### config.mk
export PLATFORM = sky130hd
export DESIGN_NAME = poa_block_proposer_flat
export DESIGN_NICKNAME = d
export VERILOG_FILES = /design/src/rtl/poa_block_proposer_if.sv /design/src/rtl/poa_block_proposer.sv /design/src/flat_wrapper.sv
export SDC_FILE = /design/constraint.sdc
export NUM_CORES = 2
export LEC_CHECK = 0
export ABC_AREA = 1
export ABC_CLOCK_PERIOD_IN_PS = 4120
export CORE_AREA = 2 2 458 460
export CTS_CLUSTER_DIAMETER = 60
export DETAILED_ROUTE_END_ITERATION = 10
export DIE_AREA = 0 0 460 462
export PLACE_DENSITY_LB_ADDON = 0.12
export SLEW_MARGIN = 10
export SYNTH_ARGS = -nofsm -noshare
export SYNTH_HDL_FRONTEND = slang
export SYNTH_SLANG_ARGS = --single-unit
### constraint.sdc
create_clock -name clk -period 4.12 [get_ports clk]
set_input_delay 1.236 -clock clk [delete_from_list [all_inputs] [get_ports clk]]
set_output_delay 1.236 -clock clk [all_outputs]
set_load 0.02 [all_outputs]
### src/rtl/poa_block_proposer_if.sv
// Bundle of upstream, checker and chain-tip signals around the PoA block proposer.
// The validator_signature member exists only when POA_PROPOSER_SIG_EN is defined.
interface poa_block_proposer_if;
  logic         req_valid;
  logic         req_ready;
  logic [255:0] req_hash;
  logic         validate_block;
  logic [31:0]  block_id;
  logic [31:0]  validator_id;
  logic [255:0] prev_hash;
  logic [31:0]  timestamp;
  logic [255:0] actual_hash;
`ifdef POA_PROPOSER_SIG_EN
  logic [255:0] validator_signature;
`endif
  logic         resp_valid;
  logic         block_valid;
  logic         commit_valid;
  logic         fail;
  logic [255:0] tip_hash;
  logic [31:0]  height;
  logic         busy;

  // master is the proposer itself; slave is the hasher/checker environment
  modport master (
`ifdef POA_PROPOSER_SIG_EN
    output validator_signature,
`endif
    input  req_valid, req_hash, resp_valid, block_valid,
    output req_ready, validate_block, block_id, validator_id, prev_hash,
           timestamp, actual_hash, commit_valid, fail, tip_hash, height, busy
  );

  modport slave (
`ifdef POA_PROPOSER_SIG_EN
    input  validator_signature,
`endif
    output req_valid, req_hash, resp_valid, block_valid,
    input  req_ready, validate_block, block_id, validator_id, prev_hash,
           timestamp, actual_hash, commit_valid, fail, tip_hash, height, busy
  );
endinterface

### src/rtl/poa_block_proposer.sv
// Proof-of-Authority block proposer: captures a block, requests validation, retries round-robin.
// Define POA_PROPOSER_SIG_EN to add the registered validator_signature output.
module poa_block_proposer #(
  parameter int           NUM_VALIDATORS     = 3,
  parameter int           FIRST_VALIDATOR_ID = 1,
  parameter int           RESP_TIMEOUT       = 16,
  parameter int           MAX_RETRIES        = 3,
  parameter logic [255:0] GENESIS_HASH       = 256'habc123456
) (
  input logic                  clk,
  input logic                  reset,
  poa_block_proposer_if.master bus
);
  localparam int RR_W  = (NUM_VALIDATORS > 1) ? $clog2(NUM_VALIDATORS) : 1;
  localparam int TMR_W = (RESP_TIMEOUT > 1) ? $clog2(RESP_TIMEOUT) : 1;
  localparam int RTY_W = (MAX_RETRIES > 0) ? $clog2(MAX_RETRIES + 1) : 1;
  localparam logic [RR_W-1:0]  RR_LAST  = RR_W'(NUM_VALIDATORS - 1);
  localparam logic [TMR_W-1:0] TMR_LAST = TMR_W'(RESP_TIMEOUT - 1);
  localparam logic [RTY_W-1:0] RTY_MAX  = RTY_W'(MAX_RETRIES);

  typedef enum logic [2:0] {S_IDLE, S_REQ, S_WAIT, S_COMMIT, S_FAIL} state_e;

  state_e       state_q;
  logic [31:0]  ts_cnt_q;
  logic [31:0]  timestamp_q;
  logic [31:0]  block_id_q;
  logic [31:0]  validator_id_q;
  logic [31:0]  height_q;
  logic [255:0] prev_hash_q;
  logic [255:0] actual_hash_q;
  logic [255:0] tip_hash_q;
  logic         validate_q;
  logic         commit_q;
  logic         fail_q;
  logic [RR_W-1:0]  rr_q;
  logic [RR_W-1:0]  rr_d;
  logic [TMR_W-1:0] timer_q;
  logic [RTY_W-1:0] retry_q;
  logic [31:0]  first_vid;
  logic [31:0]  retry_vid;
`ifdef POA_PROPOSER_SIG_EN
  logic [255:0] sig_q;
`endif

  assign rr_d      = (rr_q == RR_LAST) ? '0 : rr_q + RR_W'(1);
  assign first_vid = 32'(FIRST_VALIDATOR_ID) + 32'(rr_q);
  assign retry_vid = 32'(FIRST_VALIDATOR_ID) + 32'(rr_d);

  always_ff @(posedge clk) begin
    if (reset) ts_cnt_q <= '0;
    else       ts_cnt_q <= ts_cnt_q + 32'd1;
  end

  // Block fields are written only on accept (and validator/signature on retry),
  // so they stay stable for the whole REQ..COMMIT/FAIL span.
  always_ff @(posedge clk) begin
    if (reset) begin
      state_q        <= S_IDLE;
      timestamp_q    <= '0;
      block_id_q     <= '0;
      validator_id_q <= '0;
      height_q       <= '0;
      prev_hash_q    <= '0;
      actual_hash_q  <= '0;
      tip_hash_q     <= GENESIS_HASH;
      validate_q     <= 1'b0;
      commit_q       <= 1'b0;
      fail_q         <= 1'b0;
      rr_q           <= '0;
      timer_q        <= '0;
      retry_q        <= '0;
`ifdef POA_PROPOSER_SIG_EN
      sig_q          <= '0;
`endif
    end else begin
      validate_q <= 1'b0;
      commit_q   <= 1'b0;
      fail_q     <= 1'b0;
      case (state_q)
        S_IDLE: begin
          if (bus.req_valid) begin
            actual_hash_q  <= bus.req_hash;
            prev_hash_q    <= tip_hash_q;
            timestamp_q    <= ts_cnt_q;
            block_id_q     <= height_q + 32'd1;
            validator_id_q <= first_vid;
`ifdef POA_PROPOSER_SIG_EN
            sig_q          <= bus.req_hash ^ {8{first_vid}};
`endif
            retry_q        <= '0;
            validate_q     <= 1'b1;
            state_q        <= S_REQ;
          end
        end
        S_REQ: begin
          timer_q <= '0;
          state_q <= S_WAIT;
        end
        S_WAIT: begin
          // An accepting response beats a timeout expiring in the same cycle
          if (bus.resp_valid && bus.block_valid) begin
            tip_hash_q <= actual_hash_q;
            height_q   <= height_q + 32'd1;
            commit_q   <= 1'b1;
            state_q    <= S_COMMIT;
          end else if (bus.resp_valid || (timer_q == TMR_LAST)) begin
            if (retry_q < RTY_MAX) begin
              rr_q           <= rr_d;
              retry_q        <= retry_q + RTY_W'(1);
              validator_id_q <= retry_vid;
`ifdef POA_PROPOSER_SIG_EN
              sig_q          <= actual_hash_q ^ {8{retry_vid}};
`endif
              validate_q     <= 1'b1;
              state_q        <= S_REQ;
            end else begin
              fail_q  <= 1'b1;
              state_q <= S_FAIL;
            end
          end else begin
            timer_q <= timer_q + TMR_W'(1);
          end
        end
        S_COMMIT, S_FAIL: begin
          rr_q    <= rr_d;
          state_q <= S_IDLE;
        end
        default: state_q <= S_IDLE;
      endcase
    end
  end

  assign bus.req_ready      = (state_q == S_IDLE);
  assign bus.busy           = (state_q != S_IDLE);
  assign bus.validate_block = validate_q;
  assign bus.block_id       = block_id_q;
  assign bus.validator_id   = validator_id_q;
  assign bus.prev_hash      = prev_hash_q;
  assign bus.timestamp      = timestamp_q;
  assign bus.actual_hash    = actual_hash_q;
  assign bus.commit_valid   = commit_q;
  assign bus.fail           = fail_q;
  assign bus.tip_hash       = tip_hash_q;
  assign bus.height         = height_q;
`ifdef POA_PROPOSER_SIG_EN
  assign bus.validator_signature = sig_q;
`endif
endmodule

### src/flat_wrapper.sv
// flat-port wrapper written by rule: the top's interface ports become plain ports
module poa_block_proposer_flat 
#(
  parameter int           NUM_VALIDATORS     = 3,
  parameter int           FIRST_VALIDATOR_ID = 1,
  parameter int           RESP_TIMEOUT       = 16,
  parameter int           MAX_RETRIES        = 3,
  parameter logic [255:0] GENESIS_HASH       = 256'habc123456
)
  (clk, reset, bus_req_valid, bus_req_hash, bus_resp_valid, bus_block_valid, bus_req_ready, bus_validate_block, bus_block_id, bus_validator_id, bus_prev_hash, bus_timestamp, bus_actual_hash, bus_commit_valid, bus_fail, bus_tip_hash, bus_height, bus_busy);
  poa_block_proposer_if bus_i ();
  input logic clk;
  input logic reset;
  input wire logic [$bits(bus_i.req_valid)-1:0] bus_req_valid;
  input wire logic [$bits(bus_i.req_hash)-1:0] bus_req_hash;
  input wire logic [$bits(bus_i.resp_valid)-1:0] bus_resp_valid;
  input wire logic [$bits(bus_i.block_valid)-1:0] bus_block_valid;
  output wire logic [$bits(bus_i.req_ready)-1:0] bus_req_ready;
  output wire logic [$bits(bus_i.validate_block)-1:0] bus_validate_block;
  output wire logic [$bits(bus_i.block_id)-1:0] bus_block_id;
  output wire logic [$bits(bus_i.validator_id)-1:0] bus_validator_id;
  output wire logic [$bits(bus_i.prev_hash)-1:0] bus_prev_hash;
  output wire logic [$bits(bus_i.timestamp)-1:0] bus_timestamp;
  output wire logic [$bits(bus_i.actual_hash)-1:0] bus_actual_hash;
  output wire logic [$bits(bus_i.commit_valid)-1:0] bus_commit_valid;
  output wire logic [$bits(bus_i.fail)-1:0] bus_fail;
  output wire logic [$bits(bus_i.tip_hash)-1:0] bus_tip_hash;
  output wire logic [$bits(bus_i.height)-1:0] bus_height;
  output wire logic [$bits(bus_i.busy)-1:0] bus_busy;
  assign bus_i.req_valid = bus_req_valid;
  assign bus_i.req_hash = bus_req_hash;
  assign bus_i.resp_valid = bus_resp_valid;
  assign bus_i.block_valid = bus_block_valid;
  assign bus_req_ready = bus_i.req_ready;
  assign bus_validate_block = bus_i.validate_block;
  assign bus_block_id = bus_i.block_id;
  assign bus_validator_id = bus_i.validator_id;
  assign bus_prev_hash = bus_i.prev_hash;
  assign bus_timestamp = bus_i.timestamp;
  assign bus_actual_hash = bus_i.actual_hash;
  assign bus_commit_valid = bus_i.commit_valid;
  assign bus_fail = bus_i.fail;
  assign bus_tip_hash = bus_i.tip_hash;
  assign bus_height = bus_i.height;
  assign bus_busy = bus_i.busy;
  poa_block_proposer #(.NUM_VALIDATORS(NUM_VALIDATORS), .FIRST_VALIDATOR_ID(FIRST_VALIDATOR_ID), .RESP_TIMEOUT(RESP_TIMEOUT), .MAX_RETRIES(MAX_RETRIES), .GENESIS_HASH(GENESIS_HASH)) u_core (.clk(clk), .reset(reset), .bus(bus_i));
endmodule
==> impl_metrics.yaml <==
drt:
  drt_first_pass_iters: 5
  drt-initial-drc-count: 1901
  totalWireLength_um: 174000
  detail-route-antenna-nets: 0
  avgViaCountPerCell: 3.93
  drt_drc_violations_left: 0
  post_drt_wl_per_cell_um: 21.5
  via_count: 31800
layout:
  final_nets: 5532
  layout_common_cells: "clkdlybuf4s50_1, nand2_1, dfxtp_1"
  final_common_cell: "clkdlybuf4s50_1"
  area_growth_pct: 56.8
  layout-drive-gt1-share: 0.0537
  fin_util: 0.249
logic_synthesis:
  synth_top_cell_area_share: 0.554
  synth_area_per_cell_sq_um: 7.79
  async_reset_ff_frac: 0
  yosysWarnings: 0
  synth.distinct_cells: 28
  synth-main-ff-cell: "dfxtp_1"
  yosysSeqAreaShare: 0.554
  synthCells: 4234
  ys_ff_latch: 913
  synth_edf_count: 0
  yosys.area.top_type: "dfxtp_1"
  syn-cell-area_sq_um: 33000
  ys_top_cells_by_area: "dfxtp_1, nand2_1, a21oi_1"
clocking:
  clk_latency_ns: 0.80
  clockBufferDepth: 3
  ctsResizeCount: 0
  tritoncts: "yes"
  cts_made_buffers: 137
  cts_root_buffer: "clkbuf_16"
  cts_max_level: 4
  clock-sinks: 913
  clkTransAtPathRegs_ns: 0.05
  postCtsSetupBuffers: 0
  cts_hold_buf: 0
grt:
  grt_max_degree: 146
  overflow: 0
  antenna_found_initial: 21
  track_usage: 0.157
  grt_pass1_wl_um: 242000
  grt_pass1_vias: 31100
sta:
  fin_tns_setup_ns: 0
  tightestPinTransition_ns: 0.857
  final-hold-violation-count: 0
  fmax_mhz: 284
  rsz0062_at_grt: "false"
  finalCritPeriodShare: 0.855
  fin_skew_ns: 0.0413
  finalSetupViolations: 0
  min_period_ns: 3.52
  report.final.slew_viol_count: 0
  slew_headroom: 0.429
critical_path:
  worst-setup-path-type: "flop to output port"
  worst-endpoint-arrival_ns: 2.29
  path_max_fanout: 5
  critPathCaptureType: "output port"
  cp-start-kind: "flop"
  cp.required_ns: 2.88
  rrSetupSlack_ns: 1.70
pwr:
  power.internal_mw: 18.0
  pwr-share-comb: 0.140
  seqPwrFrac: 0.383
  power.density_nw_per_um2: 487
  vdd_ir_drop_max_v: 0.000401
  p_switching_mw: 7.25
  p_clk_frac: 0.477
  cellLeakagePower_nw: 18.8
  switching_share: 0.288
die:
  ioPinCount: 1162
  die_area_sq_um: 213000
  die_x_um: 460
  coreArea_sq_um: 208000
  start_util: 0.159
  die_y_um: 462
  fp-row-count: 168
flow_run:
  max-cap-violations: 0
placed_design:
  dp.final_hpwl_um: 126000
  io_buffers: 1132
  place_congestion: 0.797
outcome:
  status: "complete, no violations"
worst_hold_path:
  hold_class: "flop to flop"
## area by class of cell
cell class	instances	area, sq um
Antenna cell	1	2.50
Clock inverter	60	764
Tap cell	2720	3400
Clock buffer	179	3850
Multi-Input combinational cell	2758	12300
Sequential cell	913	18300
Fill cell	22800	156000
Inverter	270	1040
Timing Repair Buffer	1186	12100
## routing by layer
layer / global-route usage / share of wire / vias up
met5: 0 / 0.00063 / -
met2: 0.257 / 0.47 / 1006
li1: - / - / 15800
met3: 0.0656 / 0.094 / 239
met1: 0.183 / 0.41 / 14800
met4: 0.0534 / 0.030 / 18
## critical path, stage by stage (launching register included)
cell             delay [ns]
dfxtp_1                0.36
nor2_2                 0.13
nand2_2                0.15
inv_2                  0.16
clkdlybuf4s50_1        0.71
## stage by stage
step	power [mW]	cell area [sq um]	hold slack, ns	setup slack (ns)	instances
after floorplan	11.5	33100	0.430	1.80	4262
after global placement	13.5	47100	0.448	0.724	7847
after detailed placement	13.5	47100	0.455	0.691	7847
after CTS	25.8	51700	0.461	0.434	8086
after global routing	26.3	51700	0.476	0.438	8087
final	25.2	51700	0.455	0.597	8087
## registers in the layout (all words and copies together) (netlist names)
name                       cells
u_core.bus.fail                1
u_core.bus.validator_id        3
u_core.bus.tip_hash          256
u_core.bus.actual_hash       256
u_core.ts_cnt_q               32
u_core.retry_q                 2
u_core.timer_q                 4
u_core.bus.validate_block      1
u_core.bus.commit_valid        1
u_core.bus.height             32
u_core.bus.timestamp          32
u_core.bus.prev_hash         256
u_core.state_q                 3
u_core.bus.block_id           32
u_core.rr_q                    2
## cells in the mapped netlist, drive strengths merged (10+ instances only)
master,count
a21oi,731
buf,196
clkbuf,125
dfxtp,913
inv,270
nand2,1059
nand3,64
nand3b,10
nor2,361
o211ai,16
o21a,30
o21ai,425
xor2,12
## kinds of logic after synthesis
| group | share of synthesized area |
|---|---|
| AO/OA/AOI/OAI | 0.187 |
| XOR/XNOR | 0.00319 |
| adder cells (fa/ha/maj) | 0.00190 |
| buffers and inverters | 0.0777 |
| flip-flops | 0.554 |
| other | 0.000114 |
| AND/OR/NAND/NOR | 0.176 |
## power by group through the flow
stage               registers, mW  clock network, mW  logic [mW]
finish                       9.66               12.0        3.53
global route                 9.72               12.8        3.82
CTS                          9.67               12.5        3.63
detailed placement           9.86                  0        3.62
global placement             9.85                  0        3.62
floorplan                    10.3                  0        1.20
## final timing paths
| path | startpoint | end | depth (start not counted) |
|---|---|---|---|
| worst min-delay path | u_core.bus.tip_hash[215] | u_core.bus.prev_hash[215] | 2 |
| worst min register to register | u_core.bus.tip_hash[215] | u_core.bus.prev_hash[215] | 2 |
| worst max register to register | u_core.state_q[2] | u_core.bus.tip_hash[63] | 9 |
| worst max-delay path | u_core.state_q[0] | bus_req_ready | 4 |
Power figures use the tool's default switching activity.
